[src/rtl/edge_frame_if.sv]
// Bundle between the edge-pixel source / display side and the edge frame writer.
// master = source and display side, slave = edge_frame_writer.
interface edge_frame_if #(
   parameter int ADDR_W = 16
);
   logic              din;
   logic              din_vld;
   logic              din_sop;
   logic              din_eop;
   logic              rd_end;
   logic              wr_en;
   logic [ADDR_W-1:0] wr_addr;
   logic              wr_data;
   logic              wr_addr_sel;
   logic              wr_end;
   logic              frame_err;

   modport master (
      output din, din_vld, din_sop, din_eop, rd_end,
      input  wr_en, wr_addr, wr_data, wr_addr_sel, wr_end, frame_err
   );

   modport slave (
      input  din, din_vld, din_sop, din_eop, rd_end,
      output wr_en, wr_addr, wr_data, wr_addr_sel, wr_end, frame_err
   );
endinterface

[src/rtl/edge_frame_writer.sv]
// Write side of the ping-pong 1-bit edge frame buffer.
// Stores a raster-ordered pixel stream into the bank not being displayed,
// holds wr_end once a full COL x ROW frame is stored, and swaps banks only
// when the display side's rd_end pulse meets wr_end high.
module edge_frame_writer #(
   parameter int COL    = 320,
   parameter int ROW    = 200,
   parameter int ADDR_W = 16
) (
   input  logic         clk,
   input  logic         rst_n,
   edge_frame_if.slave  bus
);

   localparam int COL_W = (COL > 1) ? $clog2(COL) : 1;
   localparam int ROW_W = (ROW > 1) ? $clog2(ROW) : 1;

   typedef enum logic [1:0] {
      S_IDLE  = 2'd0,
      S_WRITE = 2'd1,
      S_DONE  = 2'd2
   } state_t;

   state_t            state_q,     state_d;
   logic [COL_W-1:0]  cnt_col_q,   cnt_col_d;
   logic [ROW_W-1:0]  cnt_row_q,   cnt_row_d;
   // COL*cnt_row kept as a running sum so the address path has no multiplier
   logic [ADDR_W-1:0] row_base_q,  row_base_d;
   logic              wr_en_q,     wr_en_d;
   logic [ADDR_W-1:0] wr_addr_q,   wr_addr_d;
   logic              wr_data_q,   wr_data_d;
   logic              wr_sel_q,    wr_sel_d;
   logic              wr_end_q,    wr_end_d;
   logic              frame_err_q, frame_err_d;

   logic col_last_s;
   logic last_pix_s;

   assign col_last_s = (cnt_col_q == COL_W'(COL - 1));
   assign last_pix_s = col_last_s && (cnt_row_q == ROW_W'(ROW - 1));

   // Next-state, counter and registered-output computation
   always_comb begin
      state_d     = state_q;
      cnt_col_d   = cnt_col_q;
      cnt_row_d   = cnt_row_q;
      row_base_d  = row_base_q;
      wr_en_d     = 1'b0;
      wr_addr_d   = wr_addr_q;
      wr_data_d   = wr_data_q;
      wr_sel_d    = wr_sel_q;
      wr_end_d    = 1'b0;
      frame_err_d = 1'b0;

      case (state_q)
         S_IDLE: begin
            if (bus.din_vld && bus.din_sop) begin
               // pixel 0; next expected position is col 1, row 0
               wr_en_d    = 1'b1;
               wr_addr_d  = {ADDR_W{1'b0}};
               wr_data_d  = bus.din;
               cnt_col_d  = COL_W'(1);
               cnt_row_d  = {ROW_W{1'b0}};
               row_base_d = {ADDR_W{1'b0}};
               state_d    = S_WRITE;
            end else begin
               state_d    = S_IDLE;
            end
         end
         S_WRITE: begin
            if (bus.din_vld) begin
               wr_en_d   = 1'b1;
               wr_data_d = bus.din;
               if (bus.din_sop) begin
                  // unexpected start: resync, this beat becomes pixel 0
                  frame_err_d = 1'b1;
                  wr_addr_d   = {ADDR_W{1'b0}};
                  cnt_col_d   = COL_W'(1);
                  cnt_row_d   = {ROW_W{1'b0}};
                  row_base_d  = {ADDR_W{1'b0}};
               end else begin
                  wr_addr_d = row_base_q + ADDR_W'(cnt_col_q);
                  if (last_pix_s) begin
                     state_d    = S_DONE;
                     cnt_col_d  = {COL_W{1'b0}};
                     cnt_row_d  = {ROW_W{1'b0}};
                     row_base_d = {ADDR_W{1'b0}};
                  end else if (bus.din_eop) begin
                     // short frame: pixel kept, frame abandoned
                     frame_err_d = 1'b1;
                     state_d     = S_IDLE;
                     cnt_col_d   = {COL_W{1'b0}};
                     cnt_row_d   = {ROW_W{1'b0}};
                     row_base_d  = {ADDR_W{1'b0}};
                  end else if (col_last_s) begin
                     cnt_col_d  = {COL_W{1'b0}};
                     cnt_row_d  = cnt_row_q + ROW_W'(1);
                     row_base_d = row_base_q + ADDR_W'(COL);
                  end else begin
                     cnt_col_d  = cnt_col_q + COL_W'(1);
                  end
               end
            end else begin
               state_d = S_WRITE;
            end
         end
         S_DONE: begin
            // wr_end_q is still low on the strobe cycle, so an rd_end there cannot swap
            if (bus.rd_end && wr_end_q) begin
               wr_sel_d = ~wr_sel_q;
               wr_end_d = 1'b0;
               state_d  = S_IDLE;
            end else begin
               wr_end_d = 1'b1;
            end
         end
         default: begin
            state_d    = S_IDLE;
            cnt_col_d  = {COL_W{1'b0}};
            cnt_row_d  = {ROW_W{1'b0}};
            row_base_d = {ADDR_W{1'b0}};
         end
      endcase
   end

   // State, counter and output registers
   always_ff @(posedge clk or negedge rst_n) begin
      if (!rst_n) begin
         state_q     <= S_IDLE;
         cnt_col_q   <= {COL_W{1'b0}};
         cnt_row_q   <= {ROW_W{1'b0}};
         row_base_q  <= {ADDR_W{1'b0}};
         wr_en_q     <= 1'b0;
         wr_addr_q   <= {ADDR_W{1'b0}};
         wr_data_q   <= 1'b0;
         wr_sel_q    <= 1'b0;
         wr_end_q    <= 1'b0;
         frame_err_q <= 1'b0;
      end else begin
         state_q     <= state_d;
         cnt_col_q   <= cnt_col_d;
         cnt_row_q   <= cnt_row_d;
         row_base_q  <= row_base_d;
         wr_en_q     <= wr_en_d;
         wr_addr_q   <= wr_addr_d;
         wr_data_q   <= wr_data_d;
         wr_sel_q    <= wr_sel_d;
         wr_end_q    <= wr_end_d;
         frame_err_q <= frame_err_d;
      end
   end

   assign bus.wr_en       = wr_en_q;
   assign bus.wr_addr     = wr_addr_q;
   assign bus.wr_data     = wr_data_q;
   assign bus.wr_addr_sel = wr_sel_q;
   assign bus.wr_end      = wr_end_q;
   assign bus.frame_err   = frame_err_q;

endmodule
[src/flat_wrapper.sv]
// flat-port wrapper written by rule: the top's interface ports become plain ports
module edge_frame_writer_flat 
#(
   parameter int COL    = 320,
   parameter int ROW    = 200,
   parameter int ADDR_W = 16
)
  (clk, rst_n, bus_din, bus_din_vld, bus_din_sop, bus_din_eop, bus_rd_end, bus_wr_en, bus_wr_addr, bus_wr_data, bus_wr_addr_sel, bus_wr_end, bus_frame_err);
  edge_frame_if #(.ADDR_W(ADDR_W)) bus_i ();
  input  logic clk;
  input  logic rst_n;
  input wire logic [$bits(bus_i.din)-1:0] bus_din;
  input wire logic [$bits(bus_i.din_vld)-1:0] bus_din_vld;
  input wire logic [$bits(bus_i.din_sop)-1:0] bus_din_sop;
  input wire logic [$bits(bus_i.din_eop)-1:0] bus_din_eop;
  input wire logic [$bits(bus_i.rd_end)-1:0] bus_rd_end;
  output wire logic [$bits(bus_i.wr_en)-1:0] bus_wr_en;
  output wire logic [$bits(bus_i.wr_addr)-1:0] bus_wr_addr;
  output wire logic [$bits(bus_i.wr_data)-1:0] bus_wr_data;
  output wire logic [$bits(bus_i.wr_addr_sel)-1:0] bus_wr_addr_sel;
  output wire logic [$bits(bus_i.wr_end)-1:0] bus_wr_end;
  output wire logic [$bits(bus_i.frame_err)-1:0] bus_frame_err;
  assign bus_i.din = bus_din;
  assign bus_i.din_vld = bus_din_vld;
  assign bus_i.din_sop = bus_din_sop;
  assign bus_i.din_eop = bus_din_eop;
  assign bus_i.rd_end = bus_rd_end;
  assign bus_wr_en = bus_i.wr_en;
  assign bus_wr_addr = bus_i.wr_addr;
  assign bus_wr_data = bus_i.wr_data;
  assign bus_wr_addr_sel = bus_i.wr_addr_sel;
  assign bus_wr_end = bus_i.wr_end;
  assign bus_frame_err = bus_i.frame_err;
  edge_frame_writer #(.COL(COL), .ROW(ROW), .ADDR_W(ADDR_W)) u_core (.clk(clk), .rst_n(rst_n), .bus(bus_i));
endmodule
[config.mk]
export PLATFORM = sky130hd
export DESIGN_NAME = edge_frame_writer_flat
export DESIGN_NICKNAME = d
export VERILOG_FILES = /design/src/rtl/edge_frame_if.sv /design/src/rtl/edge_frame_writer.sv /design/src/flat_wrapper.sv
export SDC_FILE = /design/constraint.sdc
export NUM_CORES = 1
export LEC_CHECK = 0
export ABC_AREA = 1
export BUFFER_PORTS_ARGS = -buffer_cell sky130_fd_sc_hd__buf_2
export CAP_MARGIN = 0
export CORE_MARGIN = 10
export CORE_UTILIZATION = 63
export CTS_CLUSTER_SIZE = 30
export DETAILED_ROUTE_END_ITERATION = 7
export GPL_ROUTABILITY_DRIVEN = 0
export PLACE_DENSITY_LB_ADDON = 0.05
export SLEW_MARGIN = 20
export SYNTH_ARGS = -nofsm -noshare
export SYNTH_HDL_FRONTEND = slang
export SYNTH_SLANG_ARGS = --single-unit
[constraint.sdc]
create_clock -name clk -period 5.6 [get_ports clk]
set_clock_uncertainty 0.2 [all_clocks]
set_input_delay 1.12 -clock clk [delete_from_list [all_inputs] [get_ports clk]]
set_output_delay 1.12 -clock clk [all_outputs]
set_load 0.05 [all_outputs]
# --- Word level (Yosys, flattened, before mapping) ---
# Index checks and enable logic that the tools add are counted.
totals:
  romBits: 0
  latchBits: 0
  mem_count: 0
  reg_bits: 56
  ram_bits: 0
op_classes:
  reduce_logical: 10
  magnitude_cmp: 0
  shifts: 0
  eq_ne: 10
  addsub: 4
  div: 0
  bitwise_logic: 2
  mul: 0
  muxes: 44
op_table:
  columns: ["op", "n"]
  rows:
  - ["16-bit two-way mux", 8]
  - ["9-bit two-way mux", 6]
  - ["8-bit two-way mux", 6]
  - ["16-bit case mux with 3 select lines", 1]
  - ["16-bit case mux with 2 select lines", 1]
  - ["9-bit case mux with 3 select lines", 1]
  - ["8-bit case mux with 3 select lines", 1]
  - ["16-bit by 9-bit adder with 16-bit output", 1]
  - ["16-bit by 9-bit adder with 16-bit output (second input constant)", 1]
  - ["1-bit two-way mux", 12]
  - ["2-bit two-way mux", 5]
  - ["9-bit by 1-bit adder with 9-bit output (second input constant)", 1]
  - ["9-bit equality test (second input constant)", 1]
  - ["3-bit AND reduction", 3]
  - ["8-bit by 1-bit adder with 8-bit output (second input constant)", 1]
  - ["8-bit equality test (second input constant)", 1]
  - ["2-bit case mux with 3 select lines", 1]
  - ["5-bit by 3-bit != test with 1-bit output (second input constant)", 1]
  - ["2-bit by 1-bit != test with 1-bit output (second input constant)", 2]
  - ["4-bit by 3-bit != test with 1-bit output (second input constant)", 1]
  - ["1-bit case mux with 2 select lines", 2]
  - ["4-bit AND reduction", 1]
  - ["1-bit logical AND", 3]
  - ["3-bit != test (second input constant)", 1]
  - ["7 further kinds", 8]

# --- Logic depth before layout (Yosys ltp) ---
# Gate-level depths: netlist of run 1.
depth:
  depth_word: 7
  ltp_mapped: 11
  ltp_nobuf: 11

# --- Least setup slack after synthesis of run 1 ---
# Ideal clock, no wire load.
synth_timing:
  path_kind: "input-to-reg"
  startpoint: "input bus_din_eop"
  endpoint: "register u_core.cnt_row_q[6]"
  path_slack_ns: 3.253
  t_arrival_ns: 2.028
  setup_ns: 0.118
  path_stages: 9
  n_path_buf: 1
  cell_sequence: "inv_1 -> nand2_1 -> nor2_8 -> nand2_4 -> nand2_4 -> inv_6 -> buf_8 -> nand4_1 -> nand2_1"
synth_via:
  elab_chain_len: 5
synth_lines:
  columns: ["item", "line_no", "source"]
  rows:
  - ["start, declared", "flat_wrapper.sv:15", "input wire logic [$bits(bus_i.din_eop)-1:0] bus_din_eop;"]
  - ["8-bit two-way mux", "edge_frame_writer.sv:88", "end else if (bus.din_eop) begin"]
  - ["8-bit two-way mux", "edge_frame_writer.sv:83", "if (last_pix_s) begin"]
  - ["8-bit two-way mux", "edge_frame_writer.sv:74", "if (bus.din_sop) begin"]
  - ["8-bit two-way mux", "edge_frame_writer.sv:71", "if (bus.din_vld) begin"]
  - ["8-bit case mux with 3 select lines", "edge_frame_writer.sv:55", "case (state_q)"]
  - ["end signal, assigned", "edge_frame_writer.sv:131", "cnt_row_q <= {ROW_W{1'b0}};"]
  - ["end signal, assigned", "edge_frame_writer.sv:142", "cnt_row_q <= cnt_row_d;"]
  - ["end, declared", "edge_frame_writer.sv:26", "logic [ROW_W-1:0] cnt_row_q, cnt_row_d;"]
# Several ways; a longest one is shown, not always the timed one. The select of a mux whose other input is x is not followed.
# A chain may end at the register's enable or synchronous reset.

# --- Worst setup path after layout of run 1 ---
layout_timing:
  startpoint: "input bus_din_vld"
  endpoint: "register u_core.row_base_q[11]"
layout_via:
  elab_chain_len: 3
layout_lines:
  columns: ["item", "line_no", "source"]
  rows:
  - ["start, declared", "flat_wrapper.sv:13", "input wire logic [$bits(bus_i.din_vld)-1:0] bus_din_vld;"]
  - ["1-bit logical AND", "edge_frame_writer.sv:57", "if (bus.din_vld && bus.din_sop) begin"]
  - ["2-bit by 1-bit != test with 1-bit output (no source line)", null, null]
  - ["4-bit AND reduction (no source line) (*)", null, null]
  - ["end signal, assigned", "edge_frame_writer.sv:132", "row_base_q <= {ADDR_W{1'b0}};"]
  - ["end signal, assigned", "edge_frame_writer.sv:143", "row_base_q <= row_base_d;"]
  - ["end, declared", "edge_frame_writer.sv:28", "logic [ADDR_W-1:0] row_base_q, row_base_d;"]
# Every way passes the cells marked *; elsewhere a longest branch is shown, timed or not.

==> flow_summary.ini, run 1 <==
[finish]
final_util_pct = 70.8
layout_common_cells = nand2_1, dfrtp_1, inv_1
final_common_cell = nand2_1
fillers = 365
drive_gt1_share_pct = 14.2
final_nets = 407
antenna_cells = 0
syn_to_final_growth_pct = 9.59

[clock_network]
cts_setup_buffers = 0
numCtsBuffers = 5
cts_buffer_depth = 2
cts_num_sinks = 50
cts_resized = 0
cts.clk_slew.worst_paths_ns = 0.09
clk_latency_ns = 0.30
ctsHoldBuffers = 0
root_buffer = clkbuf_8
cts_tree = built
htreeDepth = 2

[timing]
clock.fmax_ghz = 0.396
setup_viol = 0
relSlewSlack_pct = 44.4
tns_ns = 0
fin_crit_ns = 2.53
finalHoldViolCount = 0
slew_viol_final = 0
rsz0062_at_grt = false
worst_pin_slew_ns = 0.833
period_share_pct = 45.1
holdWs_ns = 0.274

[critical_path]
cp_slowest_cell = o21ai_4
crit_start = bus_din_vld
cp.arrival_ns = 2.51
critPathCaptureType = flip-flop
required_ns = 5.59
cpMostUsedCell = nor2_1
rr_worst_depth = 10
start_kind = input pin
critPathKind = input pin to flip-flop
cpPeakStageDelay_ns = 0.36
reg2reg_to = u_core.row_base_q[11]
crit_fanout = 18
r2r_setup_slack_ns = 3.42
path_cells = buf_2 -> nor2_1 -> o21ai_4 -> nand2_4 -> inv_6 -> nand2_1 -> o21ai_0 -> nor2_1
r2r_start = u_core.cnt_col_q[0]

[worst_hold_path]
worst_hold_path.endpoint = u_core.bus.wr_addr_sel
hold_path_class = flip-flop to flip-flop
hold_depth = 1
hold_start = u_core.bus.wr_addr_sel

[power_and_ir_drop]
pwr-share-comb_pct = 24.8
total_power_w = 0.000905
p_sw_share_pct = 35.5
net-switching-power_w = 0.000321
power.leakage_nw = 1.60
power_density_mw_per_mm2 = 296
p_clk_share_pct = 28.7
intPower_w = 0.000584
irDropWorstVdd_uv = 234
pwr-share-seq_pct = 46.6

[placement]
dp_hpwl_um = 4380
port_buffers = 27

[floorplanning]
coreArea_mm2 = 0.00432
row_count = 24
die_h_um = 86.6
die-area_mm2 = 0.00750
fp.dieW_um = 86.6
pin_count = 28
start_util_pct = 64.6

[drt]
dr.first_iter.drc_count = 177
via_count = 2384
wirelength_um = 5960
drc = 0
postRouteAntennaNets = 0
wl_per_cell_um = 13.3
drtPass1Iterations = 4
vias_per_cell = 5.33

[global_route]
grt_max_degree = 51
grt_pass1_vias = 2279
grt_pass1_wl_um = 10200
antenna_found_initial = 0
track_usage_pct = 16.5
overflow = 0
top_usage_layer = met2
grt_use_met1_pct = 20.5
grt_use_met3_pct = 4.50
grt_util_met2_pct = 27.3

[synth]
syn_nets = 378
synth_edf_count = 0
ys_warn_count = 0
synth_cell_type_count = 34
synth_top_area_cell = dfrtp_1
yosysTopAreaCellShare_pct = 44.8
ys_seq_area_share_pct = 44.8
synthTopCellsByArea = dfrtp_1, nand2_1, inv_1
ys.flop_type = dfrtp_1
syn_inst = 365
syn_area_mm2 = 0.00279
ys_seq_elements = 50
async_flop_share_pct = 100
postSynthAreaPerCell_um2 = 7.65

[flow_run]
maxCapViolCount = 0

[outcome]
status = completed
-- critical path, delay by kind of cell --
family                 cells  cell delay [ns]
AOI/OAI and AO/OA          2             0.58
and+or+nand+nor            4             0.45
buffers and inverters      2             0.34
-- flip-flops by register name, indices dropped and copies added (netlist names) --
register / flops
u_core.bus.wr_addr: 16
u_core.row_base_q: 10
u_core.cnt_col_q: 9
u_core.cnt_row_q: 8
u_core.state_q: 2
u_core.bus.frame_err: 1
u_core.bus.wr_addr_sel: 1
u_core.bus.wr_data: 1
u_core.bus.wr_en: 1
u_core.bus.wr_end: 1
-- metal layers --
metal	share of wire, %	vias to the layer above
met4	1.4	0
met5	0	-
met2	48	73
met3	6.1	10
met1	45	1075
li1	-	1226
-- cell type report --
| class | count | area (um^2) | area share (%) |
|---|---|---|---|
| Sequential cell | 50 | 1250 | 40.9 |
| Inverter | 53 | 205 | 6.70 |
| Timing Repair Buffer | 27 | 138 | 4.50 |
| Clock inverter | 3 | 43.8 | 1.43 |
| Tap cell | 52 | 65.1 | 2.13 |
| Clock buffer | 5 | 68.8 | 2.25 |
| Multi-Input combinational cell | 257 | 1290 | 42.1 |
-- power by group through the flow --
| stage | Combinational (W) | Clock (W) | Sequential, W |
|---|---|---|---|
| after floorplan | 0.000137 | 0 | 0.000468 |
| after global placement | 0.000220 | 0 | 0.000428 |
| after detailed placement | 0.000225 | 0 | 0.000428 |
| after CTS | 0.000227 | 0.000262 | 0.000421 |
| after global routing | 0.000250 | 0.000277 | 0.000426 |
| final | 0.000224 | 0.000259 | 0.000421 |
-- worst max-delay path by stage --
| stage | to | slack [ns] | cells after the start |
|---|---|---|---|
| 3_3_place_gp | u_core.cnt_col_q[0] | 2.86 | 7 |
| 4_1_cts | u_core.cnt_col_q[0] | 3.11 | 7 |
| 5_1_grt | u_core.cnt_col_q[0] | 2.89 | 7 |
| 2_1_floorplan | u_core.cnt_row_q[6] | 3.25 | 9 |
| 6_report | u_core.row_base_q[11] | 3.07 | 8 |
| 3_5_place_dp | u_core.cnt_col_q[0] | 2.79 | 7 |
-- cells by family (layout without fill, tap and decap cells) --
logic type	count (synthesis)	in the layout	synth area share (%)
and+or+nand+nor	196	196	32.0
buffers and inverters	58	88	9.05
AOI/OAI and AO/OA	52	52	10.5
DFF	50	50	44.8
adders and majority gates	6	6	2.69
xor gates and xnor gates	3	3	0.941
-- stage by stage --
stage	cells	worst slack, ns	area (um^2)
floorplan	365	3.25	2790
global placement	439	2.86	2950
detailed placement	439	2.79	2950
CTS	447	3.11	3060
global route	447	2.89	3060
finish	447	3.07	3060
-- synth_stat cells, types with 2 or more instances --
| cell type | count |
|---|---|
| nor2_2 | 3 |
| o21ai_0 | 26 |
| buf_2 | 2 |
| nor2_1 | 43 |
| nand3_1 | 24 |
| a31oi_1 | 2 |
| nor3_1 | 3 |
| xor2_1 | 2 |
| nand4_1 | 12 |
| dfrtp_1 | 50 |
| inv_1 | 48 |
| o21ai_1 | 7 |
| o211ai_1 | 2 |
| nand2_4 | 4 |
| nor3_2 | 2 |
| buf_6 | 2 |
| nand2_1 | 100 |
| o22ai_1 | 2 |
| a21oi_1 | 9 |
| ha_1 | 6 |
| inv_2 | 3 |
(Power assumes the default switching activity.)
==> run 2: changes to the inputs <==
--- a/config.mk
+++ b/config.mk
@@ -9,7 +9,7 @@
 export BUFFER_PORTS_ARGS = -buffer_cell sky130_fd_sc_hd__buf_2
 export CAP_MARGIN = 0
 export CORE_MARGIN = 10
-export CORE_UTILIZATION = 63
+export CORE_UTILIZATION = 59
 export CTS_CLUSTER_SIZE = 30
 export DETAILED_ROUTE_END_ITERATION = 7
 export GPL_ROUTABILITY_DRIVEN = 0
==> constraint.sdc (replaced) <==
create_clock -name clk -period 2.33 [get_ports clk]
set_clock_uncertainty 0.2 [all_clocks]
set_input_delay 0.466 -clock clk [delete_from_list [all_inputs] [get_ports clk]]
set_output_delay 0.466 -clock clk [all_outputs]
set_load 0.05 [all_outputs]
==> flow_summary.ini, run 2 (synthesis results as in run 1) <==
[outcome]
status = completed

[power_and_ir_drop]
irDropWorstVdd_uv = 535
p_clk_share_pct = 28.0
pwr-share-seq_pct = 46.5
intPower_w = 0.00141
pwr-share-comb_pct = 25.5
p_sw_share_pct = 35.4
power_density_mw_per_mm2 = 705
net-switching-power_w = 0.000769
power.leakage_nw = 1.62

[finish]
final_nets = 411
final_common_cell = nand2_1
fin_area_mm2 = 0.00308
final_util_pct = 68.9
layout_common_cells = nand2_1, dfrtp_1, inv_1
fillers = 367
seqCellArea_mm2 = 0.00125
drive_gt1_share_pct = 15.0
syn_to_final_growth_pct = 10.4
antenna_cells = 0
largest_reg_flops = 16
multi_input_area_mm2 = 0.00129

[clock_network]
htreeDepth = 2
clk_latency_ns = 0.31
cts_resized = 0
cts_buffer_depth = 2
cts_setup_buffers = 0
numCtsBuffers = 5
cts_tree = built
ctsHoldBuffers = 0
cts_num_sinks = 50
cts.clk_slew.worst_paths_ns = 0.09
root_buffer = clkbuf_8

[critical_path]
required_ns = 2.32
path_buf_inv = 1
start_kind = flip-flop
cp.arrival_ns = 2.08
path_cells = nand2_4 -> nor2_1 -> nor2_2 -> inv_1 -> nand2_1 -> o21ai_0
cp_top_family = simple AND/OR/NAND/NOR gates
cp_slowest_cell = nor2_2
critPathKind = flip-flop to flip-flop
cpPeakStageDelay_ns = 0.68
crit_fanout = 26
critPathCaptureType = flip-flop

[drt]
drtPass1Iterations = 4
via_count = 2379
dr.first_iter.drc_count = 162
vias_per_cell = 5.27
wirelength_um = 5830
postRouteAntennaNets = 0
drc = 0
wl_per_cell_um = 12.9

[timing]
slew_viol_final = 0
finalHoldViolCount = 0
period_share_pct = 89.4
worst_pin_slew_ns = 0.859
tns_ns = 0
fin_crit_ns = 2.08
relSlewSlack_pct = 42.6
setup_viol = 0
rsz0062_at_grt = false
clock.fmax_ghz = 0.480
setup_slack_ns = 0.246

[global_route]
antenna_found_initial = 0
top_usage_layer = met2
overflow = 0
grt_pass1_vias = 2372
track_usage_pct = 16.3
grt_use_met3_pct = 3.40
grt_max_degree = 51
grt_util_met2_pct = 27.5
grt_pass1_wl_um = 10300
grt_use_met1_pct = 20.2

[placement]
dp_hpwl_um = 4270
dp_worst_setup_slack_ns = 0.180
dpl_cell_area_mm2 = 0.00298
port_buffers = 27

[floorplanning]
start_util_pct = 62.4
row_count = 24
fp.dieW_um = 88.8
coreArea_mm2 = 0.00447
die_h_um = 88.8
pin_count = 28
die-area_mm2 = 0.00789

[flow_run]
maxCapViolCount = 0

[worst_hold_path]
hold_path_class = input pin to asynchronous set/reset pin
run 2: cell count changes in the layout (fill, tap and decap cells not counted):
cell and delta:
buf_2 +1, inv_6 -1, buf_4 +3, clkinv_2 +1
run 2: per-layer routing:
layer  routed length, um  vias up
met2                2620       58
li1                    -     1241
met3                 271        7
met1                2860     1073
met4                  78        0
met5                   0        -
run 2: power groups by stage:
stage | registers (W) | clock network, W | logic (W)
2_1_floorplan | 0.00113 | 0 | 0.000330
3_3_place_gp | 0.00103 | 0 | 0.000547
3_5_place_dp | 0.00103 | 0 | 0.000556
4_1_cts | 0.00101 | 0.000615 | 0.000558
5_1_grt | 0.00102 | 0.000650 | 0.000620
6_report | 0.00101 | 0.000609 | 0.000555
run 2: final cells by class:
class	count	share of cell area (%)
multi-input cells	257	41.8
flip-flops and latches	50	40.6
inverters	53	6.65
repair buffers	31	5.35
clock buffers	5	2.23
well taps	52	2.11
clock inverters	3	1.30
run 2: final timing paths:
| path | from | to | slack [ns] | cells past startpoint |
|---|---|---|---|---|
| worst min-delay path | rst_n | u_core.bus.wr_addr[0] | 0.04 | 2 |
| worst max register to register | u_core.state_q[0] | u_core.cnt_col_q[0] | 0.25 | 6 |
| max in group asynchronous | rst_n | u_core.row_base_q[14] | 1.45 | 2 |
| worst min register to register | u_core.bus.wr_addr_sel | u_core.bus.wr_addr_sel | 0.28 | 1 |
| min in group clk | bus_din | u_core.bus.wr_data | 0.15 | 3 |
| worst max-delay path | u_core.state_q[0] | u_core.cnt_col_q[0] | 0.25 | 6 |
run 2: worst register-to-register path, delay by kind of cell, from the launching register on:
kind,cells,cell delay [ns]
simple gates,4,1.05
flops,1,0.47
buf+inv,1,0.18
compound gates,1,0.07
run 2: metrics by stage:
stage | hold WS [ns] | power, W | cells
final | 0.0351 | 0.00217 | 451
after global routing | 0.105 | 0.00229 | 451
after CTS | 0.0764 | 0.00218 | 451
after detailed placement | 0.257 | 0.00158 | 443
after global placement | 0.258 | 0.00157 | 443
after floorplan | -0.0296 | 0.00146 | 365
